===== config.mk =====
export PLATFORM = sky130hd
export DESIGN_NAME = id_hazard_ctrl
export DESIGN_NICKNAME = d
export VERILOG_FILES = /design/src/rtl/id_hazard_ctrl.sv
export SDC_FILE = /design/constraint.sdc
export NUM_CORES = 1
export LEC_CHECK = 0
export ABC_AREA = 1
export CAP_MARGIN = 20
export CORE_MARGIN = 1
export CORE_UTILIZATION = 37
export CTS_BUF_LIST = sky130_fd_sc_hd__clkbuf_16
export CTS_CLUSTER_SIZE = 40
export DETAILED_ROUTE_END_ITERATION = 7
export PLACE_DENSITY = 0.79
export SYNTH_ARGS = -nofsm -noshare
export SYNTH_HDL_FRONTEND = slang
export SYNTH_SLANG_ARGS = --single-unit

===== constraint.sdc =====
create_clock -name clk -period 1.52 [get_ports clk]
set_clock_uncertainty 0.15 [all_clocks]
set_input_delay 0.152 -clock clk [delete_from_list [all_inputs] [get_ports clk]]
set_output_delay 0.152 -clock clk [all_outputs]
set_load 0.1 [all_outputs]

===== src/rtl/id_hazard_ctrl.sv =====
// id_hazard_ctrl: decode-stage hazard and stall controller for a 5-stage MIPS pipeline.
//
// Compares the sources of the instruction in ID against the destinations in flight in EX and MEM.
// It drives the PC / IF-ID write enables, the IF-ID flush, the ID-EX bubble and the ID-stage
// branch-compare forwarding selects.
// The remaining stall length sits in a registered counter, so a multi-cycle stall runs to
// completion without being re-decoded.
//
// Ports:
//   clk, rst                    clock, asynchronous active-low reset
//   opcode, idRs, idRt          fields of the instruction in ID
//   exDest/exRegWrite/exMemRead       EX-stage destination, write enable, load flag
//   memDest/memRegWrite/memMemRead    MEM-stage destination, write enable, load flag
//   pcSrc, jump                 taken branch / jump resolved in ID
//   pcWrite, ifidWrite          PC and IF/ID load enables (low while stalling)
//   ifidFlush                   clear IF/ID to a nop at the next edge
//   idexBubble                  load zeroed controls into ID/EX at the next edge
//   forwardC, forwardD          select MEMData for the rs / rt branch-compare operand
//   stalled                     registered, high while the stall counter is nonzero
//   stallCount, flushCount      (HAZARD_STATS_EN only) saturating event counters
//
// Optional feature macro: HAZARD_STATS_EN adds stallCount / flushCount.

module id_hazard_ctrl (
  input  logic       clk,
  input  logic       rst,
  input  logic [5:0] opcode,
  input  logic [4:0] idRs,
  input  logic [4:0] idRt,
  input  logic [4:0] exDest,
  input  logic       exRegWrite,
  input  logic       exMemRead,
  input  logic [4:0] memDest,
  input  logic       memRegWrite,
  input  logic       memMemRead,
  input  logic       pcSrc,
  input  logic       jump,
  output logic       pcWrite,
  output logic       ifidWrite,
  output logic       ifidFlush,
  output logic       idexBubble,
  output logic       forwardC,
  output logic       forwardD,
  output logic       stalled
`ifdef HAZARD_STATS_EN
  ,
  output logic [15:0] stallCount,
  output logic [15:0] flushCount
`endif
);

  typedef enum logic [0:0] {StRun, StStall} state_e;

  localparam logic [5:0] OpRType = 6'b000000;
  localparam logic [5:0] OpJ     = 6'b000010;
  localparam logic [5:0] OpBeq   = 6'b000100;
  localparam logic [5:0] OpBne   = 6'b000101;
  localparam logic [5:0] OpSw    = 6'b101011;

  state_e     stateQ, stateD;
  logic [1:0] cntQ, cntD;
  logic       stalledQ;

  logic       isBranch, usesRs, usesRt;
  logic       exHit, memHit;
  logic       exLoadMatch, exAluMatch, memLoadMatch;
  logic [1:0] needN;

  // Source-use decode
  assign isBranch = (opcode == OpBeq) || (opcode == OpBne);
  assign usesRt   = (opcode == OpRType) || isBranch || (opcode == OpSw);
  assign usesRs   = (opcode != OpJ);

  // $zero is never a real dependency
  assign exHit  = exRegWrite && (exDest != 5'd0) &&
                  ((usesRs && (exDest == idRs)) || (usesRt && (exDest == idRt)));
  assign memHit = memRegWrite && (memDest != 5'd0) &&
                  ((usesRs && (memDest == idRs)) || (usesRt && (memDest == idRt)));

  assign exLoadMatch  = exHit && exMemRead;
  assign exAluMatch   = exHit && !exMemRead;
  assign memLoadMatch = memHit && memMemRead;

  // Largest applicable stall length
  always_comb begin
    needN = 2'd0;
    if (isBranch) begin
      if (exLoadMatch) begin
        needN = 2'd2;
      end else if (exAluMatch || memLoadMatch) begin
        needN = 2'd1;
      end
    end else if (exLoadMatch) begin
      needN = 2'd1;
    end
  end

  // Branch-compare forwarding from MEM (ALU results only; loads are covered by stalling)
  assign forwardC = memRegWrite && !memMemRead && (memDest != 5'd0) && (memDest == idRs);
  assign forwardD = memRegWrite && !memMemRead && (memDest != 5'd0) && (memDest == idRt);

  always_comb begin
    stateD     = stateQ;
    cntD       = cntQ;
    pcWrite    = 1'b1;
    ifidWrite  = 1'b1;
    ifidFlush  = 1'b0;
    idexBubble = 1'b0;
    unique case (stateQ)
      StRun: begin
        if (needN != 2'd0) begin
          pcWrite    = 1'b0;
          ifidWrite  = 1'b0;
          idexBubble = 1'b1;
          cntD       = needN - 2'd1;
          stateD     = (needN > 2'd1) ? StStall : StRun;
        end else begin
          ifidFlush = pcSrc | jump;
        end
      end
      StStall: begin
        // Hazards and pcSrc/jump are ignored; the branch re-resolves once back in StRun.
        pcWrite    = 1'b0;
        ifidWrite  = 1'b0;
        idexBubble = 1'b1;
        cntD       = cntQ - 2'd1;
        stateD     = (cntQ == 2'd1) ? StRun : StStall;
      end
      default: begin
        stateD = StRun;
        cntD   = 2'd0;
      end
    endcase
  end

  always_ff @(posedge clk or negedge rst) begin
    if (!rst) begin
      stateQ   <= StRun;
      cntQ     <= 2'd0;
      stalledQ <= 1'b0;
    end else begin
      stateQ   <= stateD;
      cntQ     <= cntD;
      stalledQ <= (cntD != 2'd0);
    end
  end

  assign stalled = stalledQ;

`ifdef HAZARD_STATS_EN
  logic [15:0] stallCountQ, flushCountQ;

  always_ff @(posedge clk or negedge rst) begin
    if (!rst) begin
      stallCountQ <= 16'd0;
      flushCountQ <= 16'd0;
    end else begin
      if (!pcWrite && (stallCountQ != 16'hFFFF)) begin
        stallCountQ <= stallCountQ + 16'd1;
      end
      if (ifidFlush && (flushCountQ != 16'hFFFF)) begin
        flushCountQ <= flushCountQ + 16'd1;
      end
    end
  end

  assign stallCount = stallCountQ;
  assign flushCount = flushCountQ;
`endif

endmodule


==> results.json <==
{
  "die_y_um": 45.4,
  "core_area_sq_um": 1750,
  "placed_area_sq_um": 1300,
  "drive_gt1_share_pct": 55.5,
  "synth_seq_cells": 4,
  "p_per_area_nw_per_um2": 752,
  "antenna_found_initial": 0,
  "outcome": "complete, but fails checks",
  "wirelength_um": 2760,
  "grt_max_degree": 5,
  "reg2reg_from": "stateQ",
  "num_io_pins": 41,
  "synthXorXnorAreaFrac_pct": 13.8,
  "rsz0062_at_grt": "yes",
  "violations": "setup timing",
  "hold_path.class": "reg -> reg",
  "synthSimpleGateAreaFrac_pct": 50.2,
  "maxCapViolCount": 0,
  "htreeDepth": 1,
  "max_slew_margin_pct": 84.9,
  "tns_ns": -0.815,
  "cp_slowest_stage_delay_ns": 0.46,
  "gp_congestion": 0.759,
  "fin_crit_ns": 1.79,
  "worst_slew_pin_slew_ns": 0.225,
  "wl_per_cell_um": 13.3,
  "worstPathArrival_ns": 1.48,
  "worstRegToRegCells": 8,
  "rows": 15,
  "cts_buffer_depth": 2,
  "synth_flop_cell": "dfrtp_1",
  "setup_viol": 4,
  "drtIter0Drc": 11,
  "worstSetupEndpointType": "output port",
  "slew_violations": 0,
  "diodes": 0,
  "root_buffer": "clkbuf_16",
  "yosys.cell_count.top_type": "nand2_1",
  "insertion_delay_ns": 0.22,
  "start_util_pct": 39.9,
  "hold_end": "cntQ[1]",
  "final-hold-violation-count": 0,
  "drc": 0,
  "synth-edff-count": 0,
  "synth_fp_nets": 161,
  "cp_cell_sequence": "clkdlybuf4s50_1 > inv_1 > nor2_1 > nand2_1 > nand2_2 > nand2_4 > nand2_8 > clkinvlp_4 > buf_12",
  "worst-path-max-fanout": 3,
  "max_freq_ghz": 0.560,
  "finalPower_mw": 1.12,
  "area_growth_pct": 114,
  "synth_top_area_cell": "nand2_1",
  "cts_tree": "built",
  "yosys_warnings": 0,
  "vias_per_cell": 4.98,
  "ys_types": 21,
  "syn_inst": 126,
  "clkSinkCount": 4,
  "setup_ws_ns": -0.266,
  "path_clk_slew_ns": 0.03,
  "critical_path_required_ns": 1.22,
  "fin_area_sq_um": 1490,
  "synthAdderAreaFrac_pct": 1.80,
  "portBuffers": 40,
  "nets": 219,
  "yosys-top-cells-count": "nand2_1, inv_1, nor2_1, nand3_1, xor2_1",
  "p_leak_nw": 0.774,
  "netlist_area_sq_um": 696,
  "vias": 1030,
  "drt.antenna.violating_nets": 0,
  "cts_buffers": 3,
  "crit_slowest_cell": "clkdlybuf4s50_1",
  "die-area_sq_um": 2060,
  "fp.dieW_um": 45.4,
  "hold_depth": 2,
  "grt_pass1_wl_um": 4230,
  "r2r_slack_ns": 0.25,
  "ys_async_sr_fraction_pct": 100,
  "synth_top_family_by_area": "simple AND/OR/NAND/NOR gates",
  "ir_drop_mv": 0.951,
  "synth_compound_area_share_pct": 4.14,
  "start_kind": "input pin",
  "synth_top_area_share_pct": 18.3,
  "hpwl_um": 1820,
  "holdWs_ns": 0.367,
  "avgSynthCellArea_sq_um": 5.52,
  "overflow": 0,
  "r2r-end": "stalled",
  "track_usage_pct": 29.4,
  "grt_pass1_vias": 1101,
  "synth_mux_area_share_pct": 0,
  "dp_slack_ns": -0.634,
  "yosysSeqAreaShare_pct": 14.4,
  "synthTopCellsByArea": "nand2_1, dfrtp_1, inv_1",
  "worstSetupPathType": "in -> out",
  "hp-start": "stateQ",
  "first_pass_iters": 4,
  "min_period_over_period_pct": 118
}
worst max path at each step:
stage	startpoint	end	slack (ns)	cells after the start
5_1_grt	memMemRead	ifidWrite	-0.31	9
4_1_cts	idRt[1]	ifidWrite	-0.26	11
3_5_place_dp	opcode[1]	ifidWrite	-0.63	13
2_1_floorplan	exDest[1]	pcWrite	-0.66	10
3_3_place_gp	exDest[1]	ifidWrite	-0.57	11
6_report	memMemRead	ifidWrite	-0.27	9
per-stage QoR:
| step | util, % | std cells |
|---|---|---|
| 5_1_grt | 85.4 | 207 |
| 2_1_floorplan | - | 126 |
| 3_3_place_gp | 74.3 | 199 |
| 3_5_place_dp | 74.3 | 199 |
| 4_1_cts | 83.4 | 209 |
| 6_report | 85.4 | 207 |
cell usage in the layout, fill, tap and decap left out, types with 3 or more instances in the layout:
cell type / instances
nand2_2: 7
buf_2: 13
buf_6: 7
nand4_1: 4
nor2_4: 5
buf_4: 17
buf_12: 7
inv_2: 10
clkdlybuf4s50_1: 6
nand2_1: 30
nor2_1: 5
inv_1: 15
dfrtp_1: 4
nand3_2: 9
nor2_2: 9
xnor2_2: 3
clkbuf_16: 3
nand3_1: 3
xor2_1: 4
worst max-delay path: cells and delay by family:
family	cells	cell delay, ns
buffers and inverters	4	0.85
and+or+nand+nor	5	0.49
repair_timing:
item                       CTS  global route
pin swaps                   40            37
resized for setup          133            26
buffers inserted             6             1
hold endpoints to repair     4             0
setup endpoints to repair   10             9
hold buffers                 1             0
registers in the layout, summed over array words and instances (netlist names):
| register | cells |
|---|---|
| stateQ | 1 |
| cntQ | 2 |
| stalled | 1 |
logic make-up (layout without fill, tap and decap cells):
group	count (synthesis)	count (layout)
xor gates and xnor gates	11	11
and+or+nand+nor	77	77
buffers and inverters	28	84
adders and majority gates	1	1
DFF	4	4
AOI/OAI and AO/OA	5	5
power breakdown:
group	total, mW	switching, mW	internal (mW)
combinational	0.540	0.308	0.231
clock	0.410	0.0737	0.336
sequential	0.172	0.0306	0.141
total	1.12	0.413	0.709
layout make-up:
| class | instances | area [sq um] |
|---|---|---|
| multi-input cells | 94 | 666 |
| repair buffers | 54 | 513 |
| fillers | 99 | 255 |
| inverters | 27 | 105 |
| flip-flops and latches | 4 | 100 |
| clock buffers | 3 | 75.1 |
| well taps | 25 | 31.3 |
per-layer routing:
metal	wire (um)	vias to the layer above	GRT usage, %
li1	-	494	-
met3	98	10	5.60
met5	0	-	0
met4	77	0	14.5
met2	1600	41	62.9
met1	983	485	24.3
Power figures use the tool's default switching activity.
==> patch 1 (same flow settings) <==
Build with the macro `HAZARD_STATS_EN` defined.
--- a/src/rtl/id_hazard_ctrl.sv
+++ b/src/rtl/id_hazard_ctrl.sv
@@ -20,6 +20,8 @@
 //   stallCount, flushCount      (HAZARD_STATS_EN only) saturating event counters
 //
 // Optional feature macro: HAZARD_STATS_EN adds stallCount / flushCount.
+
+`define HAZARD_STATS_EN
 
 module id_hazard_ctrl (
   input  logic       clk,
Formal check against the unedited RTL (old outputs only; new: flushCount and stallCount): equivalent (equiv_simple and equiv_induct, registers matched by name and starting in step).
==> patch 1 against the unedited design <==
  * Sequential power grew to 8.0 times the old value
  * Cell area grew to 3.8 times the old value
  * Non-clock buffer count is 118 higher
  * Count of clock-buffer cells in the layout is 2 higher
  * Wire length grew to 4.9 times the old value
  * Fmax is 6.5% lower
  * Area after synthesis grew to 4.0 times the old value
  * Total power grew to 5.1 times the old value
  * Setup slack worse by 0.12 ns
  * Sequential cell count is 32 higher
  * Final cell count grew to 3.2 times the old value
  * The run still ends with setup timing left
  * Sequential share of layout area is 10 points higher
==> patch 1: results (changes against the unedited design) <==
| Step | Parameter | Reported | vs unedited |
|---|---|---|---|
| setup path | R2r endpoint | stallCount[3] |  |
| place | Cells after DPL | 618 | +210% |
| timing | Post-Route Hold Slack | 0.0941 ns | -0.273 ns |
| drt | Per-cell routed wire length | 20.6 um | +54% |
| drt | Via count normalized by instance count | 5.94 | +19% |
| status | Failing checks | setup timing |  |
| grt | Combined global-route utilization of all metal layers | 0.316 | +0.0219 |
| setup path | Slowest stage cell, crit path | sky130_fd_sc_hd__dfrtp_4 |  |
| clock tree | Clock-pin slew on the worst setup and hold paths | 0.06 ns | +0.03 ns |
| place | RD Place Congestion | 0.936 | +23% |
| yosys | Nets in the synthesized netlist | 417 | +160% |
| pwr | Power attributed to sequential cells | 0.00137 W | +700% |
| drt | Number of detailed-route iterations in the first pass | 5 | +1 |
| timing | Worst setup slack after layout | -0.391 ns | -0.124 ns |
| setup path | Largest fanout on the critical path | 5 | +2 |
| place | Input/output buffers | 72 | +80% |
| hold path | Worst hold-check path type | in2async |  |
| clock tree | Later-pin clock latency in the skew report | 0.29 ns | +0.07 ns |
| status | Outcome | finished with violations |  |
| timing | Count of endpoints failing setup in the final report | 39 | +35 |
| grt | Vias in the first global route | 3846 | +250% |
| yosys | Top cells by count, synth | 103 x sky130_fd_sc_hd__nand2_1, 44 x sky130_fd_sc_hd__inv_1, 36 x sky130_fd_sc_hd__dfrtp_1 |  |
| clock tree | Num CTS Buffers | 5 | +2 |
| pwr | Power attributed to the clock group | 0.00121 W | +200% |
| place | Detailed Place HPWL | 6.85 mm | +280% |
==> patch 1: worst max path at each step <==
stage,end,slack (ns),depth (start not counted)
final,stallCount[3],-0.39,10
after global routing,stallCount[3],-0.45,10
after CTS,stallCount[15],-0.28,10
after detailed placement,ifidFlush,-0.76,14
after global placement,ifidFlush,-0.68,14
after floorplan,stallCount[7],-0.57,10
==> patch 1: through the flow <==
step	cell area [um2]	total power, W	TNS [ns]
after floorplan	3070	0.00289	-14.75
after global placement	4790	0.00405	-25.70
after detailed placement	4790	0.00413	-28.06
after CTS	5320	0.00543	-7.69
after global routing	5660	0.00586	-12.60
final	5660	0.00571	-10.50
==> patch 1: layout make-up <==
cell class              instances  area [um2]
clock buffers                   5         125
fillers                       418        1630
multi-input cells             290        2240
well taps                      99         124
flip-flops and latches         36         970
inverters                      52         213
repair buffers                172        1950
clock inverters                 3        42.5
==> patch 1: repair_timing <==
action	4_1_cts	5_1_grt
pin swaps	56	41
setup buffers	18	11
gates cloned	7	0
hold buffers	0	0
gates resized for setup	178	75
endpoints found under the setup margin	42	41
==> patch 1: layer usage <==
layer,GRT usage,wire [um],vias to the layer above
met4,0.209,865,0
li1,-,-,1600
met3,0.0572,1250,115
met5,0,0,-
met2,0.549,6850,320
met1,0.357,4530,1865
==> patch 1: logic make-up after synthesis <==
group | after synthesis | share of synthesized area
adder cells (fa/ha/maj) | 3 | 0.0134
AND/OR/NAND/NOR | 236 | 0.436
flip-flops | 36 | 0.322
XOR/XNOR | 35 | 0.110
buffers and inverters | 60 | 0.0957
AO/OA/AOI/OAI | 10 | 0.0228
==> patch 2 (same flow settings) <==
Made on the original files. Register the output `stalled` once more, with the module's reset; this adds one clock of latency there. The other outputs are not delayed to match. Comments in the files are not updated.
--- a/src/rtl/id_hazard_ctrl.sv
+++ b/src/rtl/id_hazard_ctrl.sv
@@ -145,7 +145,13 @@
     end
   end
 
-  assign stalled = stalledQ;
+  always_ff @(posedge clk or negedge rst) begin
+    if (!rst) begin
+      stalled <= '0;
+    end else begin
+      stalled <= stalledQ;
+    end
+  end
 
 `ifdef HAZARD_STATS_EN
   logic [15:0] stallCountQ, flushCountQ;
Function: changed (a bounded check fails within 4 cycles, from zero or initial values and one cycle with rst low).
==> patch 2 against the unedited design <==
  * The run still ends with setup timing left
  * Final cell count is 3.4% higher
  * Wire length is 29% higher
  * Sequential cell count is 1 higher
  * Global-route usage is 1.6 points higher
  * Area after synthesis is 3.6% higher
  * Total power is 10% higher
  * Count of clock-buffer cells in the layout stayed put
  * Setup slack worse by 0.054 ns
  * Cell area is 5.9% higher
  * Critical path type unchanged
  * Largest cell class unchanged
  * Highest routed layer unchanged
==> patch 2: results (changes against the unedited design) <==
| Step | Parameter | Reported | vs unedited |
|---|---|---|---|
| setup path | Number of cell instances on the worst register-to-register path | 6 | -2 |
| cells and area | Fill cell total of the finished layout | 82 | -17% |
| timing | Count of endpoints failing setup in the final report | 5 | +1 |
| drt | Vias | 1113 | +8.1% |
| hold path | Worst hold-check path type | in2async |  |
| timing | Worst setup slack after layout | -0.321 ns | -0.0542 ns |
| yosys | Top cells by count, synth | 34 x sky130_fd_sc_hd__nand2_1, 22 x sky130_fd_sc_hd__inv_1, 18 x sky130_fd_sc_hd__nor2_1 |  |
| setup path | Startpoint of the worst-slack reg-to-reg timing path | cntQ[1] |  |
| cells and area | Finished Core Util | 0.885 | +0.0311 |
| setup path | Cell family with most CP delay | simple AND/OR/NAND/NOR gates |  |
| drt | Drt first-iter violations | 29 | +18 |
| place | Cells after DPL | 203 | +2.0% |
| status | Failing checks | setup timing |  |
| setup path | Largest fanout on the critical path | 3 | unchanged |
| grt | Pin count of the biggest net entering global routing | 6 | +1 |
| place | Detailed Place HPWL | 1.94 mm | +6.6% |
| setup path | R2r endpoint | stalledQ |  |
| yosys | Post-synthesis compound-gate area fraction | 0.0399 | -0.00144 |
| cells and area | Count of placed standard cells in the final layout, fillers left out | 214 | +3.4% |
| cells and area | FF/Latch Area | 125 um2 | +25% |
| pwr | VDD IR max | 1220 uV | +28% |
| place | Input/output buffers | 40 | unchanged |
| grt | Combined global-route utilization of all metal layers | 0.310 | +0.0161 |
| place | RD Place Congestion | 0.817 | +7.7% |
| timing | Max-Slew Margin vs Limit | 0.829 | -0.0208 |
| cells and area | Fraction of layout instances using a drive strength above 1 | 0.598 | +0.0429 |
| status | Outcome | finished with violations |  |
| yosys | Nets in the synthesized netlist | 162 | +0.62% |
| cells and area | Register with the most flip-flops | cntQ |  |
| yosys | XOR/XNOR share of the synthesized area | 0.134 | -0.00481 |
| cells and area | Final layout net count | 225 | +2.7% |
| yosys | Sequential-to-total area share from yosys stat | 0.174 | +0.0297 |
| timing | Aggregate negative setup slack | -1.17 ns | -0.351 ns |
| yosys | Largest cells by area after synthesis | sky130_fd_sc_hd__nand2_1 18%, sky130_fd_sc_hd__dfrtp_1 17%, sky130_fd_sc_hd__inv_1 11% |  |
| setup path | Slowest cell delay on critical path | 0.19 ns | -0.27 ns |
| setup path | Arrival @ worst endpoint | 1.54 ns | +0.06 ns |
| grt | Wire length of the first global-routing pass | 4.55 mm | +7.5% |
| place | Cell area reported after detailed placement | 1350 um2 | +3.7% |
| drt | Per-cell routed wire length | 16.6 um | +25% |
| cells and area | Number of inserted diodes | 0 | unchanged |
| yosys | Number of warnings issued by yosys | 0 | unchanged |
| setup path | Slowest stage cell, crit path | sky130_fd_sc_hd__buf_12 |  |
| yosys | Mean post-synth cell area | 5.67 um2 | +2.8% |
| yosys | Adder and majority gate portion of the synthesized area | 0.0174 | -0.000625 |
| pwr | Leakage power figure | 0.820 nW | +5.9% |
[patch 2: changes by cell type in the layout (fill, tap and decap cells not counted), sizes merged]
| cell | change |
|---|---|
| dfrtp | +1 |
| clkbuf | +2 |
| inv | +2 |
| dlygate4sd3 | -1 |
| buf | +5 |
| clkinv | -1 |
| dlymetal6s2s | -1 |
| clkdlybuf4s50 | +1 |
| clkdlybuf4s15 | -1 |
[patch 2: final cells by class]
class                      count  area share
sequential                     5      0.0793
clock inverter                 1     0.00238
timing repair buffer          59       0.344
inverter                      27      0.0682
multi-input combinational     94       0.439
tap                           25      0.0198
clock buffer                   3      0.0476
[patch 2: cell families after synthesis]
logic type                 after synthesis
and+or+nand+nor                         77
adders and majority gates                1
DFF                                      5
xor gates and xnor gates                11
buffers and inverters                   28
AOI/OAI and AO/OA                        5
[patch 2: worst max path at each step]
stage / cells after the start / end / start
floorplan: 10 / pcWrite / exDest[1]
global placement: 11 / ifidWrite / exDest[1]
detailed placement: 13 / pcWrite / opcode[1]
CTS: 11 / pcWrite / idRt[1]
global route: 12 / ifidFlush / exDest[1]
finish: 12 / pcWrite / idRt[4]
[patch 2: where the power goes]
| group | total, W | switching [W] | internal, W |
|---|---|---|---|
| logic | 0.000592 | 0.000345 | 0.000247 |
| clock network | 0.000429 | 0.0000877 | 0.000341 |
| registers | 0.000214 | 0.0000364 | 0.000177 |
[patch 2: routing by layer]
| metal | GRT usage | wire, um | vias up |
|---|---|---|---|
| met3 | 0.0510 | 195 | 24 |
| met4 | 0.153 | 191 | 0 |
| li1 | - | - | 509 |
| met2 | 0.637 | 1990 | 71 |
| met1 | 0.282 | 1180 | 509 |
| met5 | 0 | 0 | - |
[patch 2: timing repair]
action | 4_1_cts | 5_1_grt
resized for setup | 111 | 56
setup buffers | 5 | 6
hold buffers | 0 | 0
hold endpoints to repair | 0 | 0
pin swaps | 35 | 40
endpoints found under the setup margin | 10 | 9
[patch 2: worst register-to-register path, cell delays in order (launching register included)]
cell and delay [ns]:
sky130_fd_sc_hd__dfrtp_1 0.39, sky130_fd_sc_hd__inv_1 0.08, sky130_fd_sc_hd__ha_1 0.30, sky130_fd_sc_hd__nand2_1 0.09
sky130_fd_sc_hd__nand2_2 0.07, sky130_fd_sc_hd__inv_2 0.05, sky130_fd_sc_hd__nand2_2 0.04
[patch 2: through the flow]
stage                     setup slack [ns]  hold WS, ns
after CTS                           -0.256       0.0144
after global routing                -0.409       0.0214
after global placement              -0.588        0.183
after detailed placement            -0.681        0.187
final                               -0.321       0.0120
after floorplan                     -0.662       -0.294
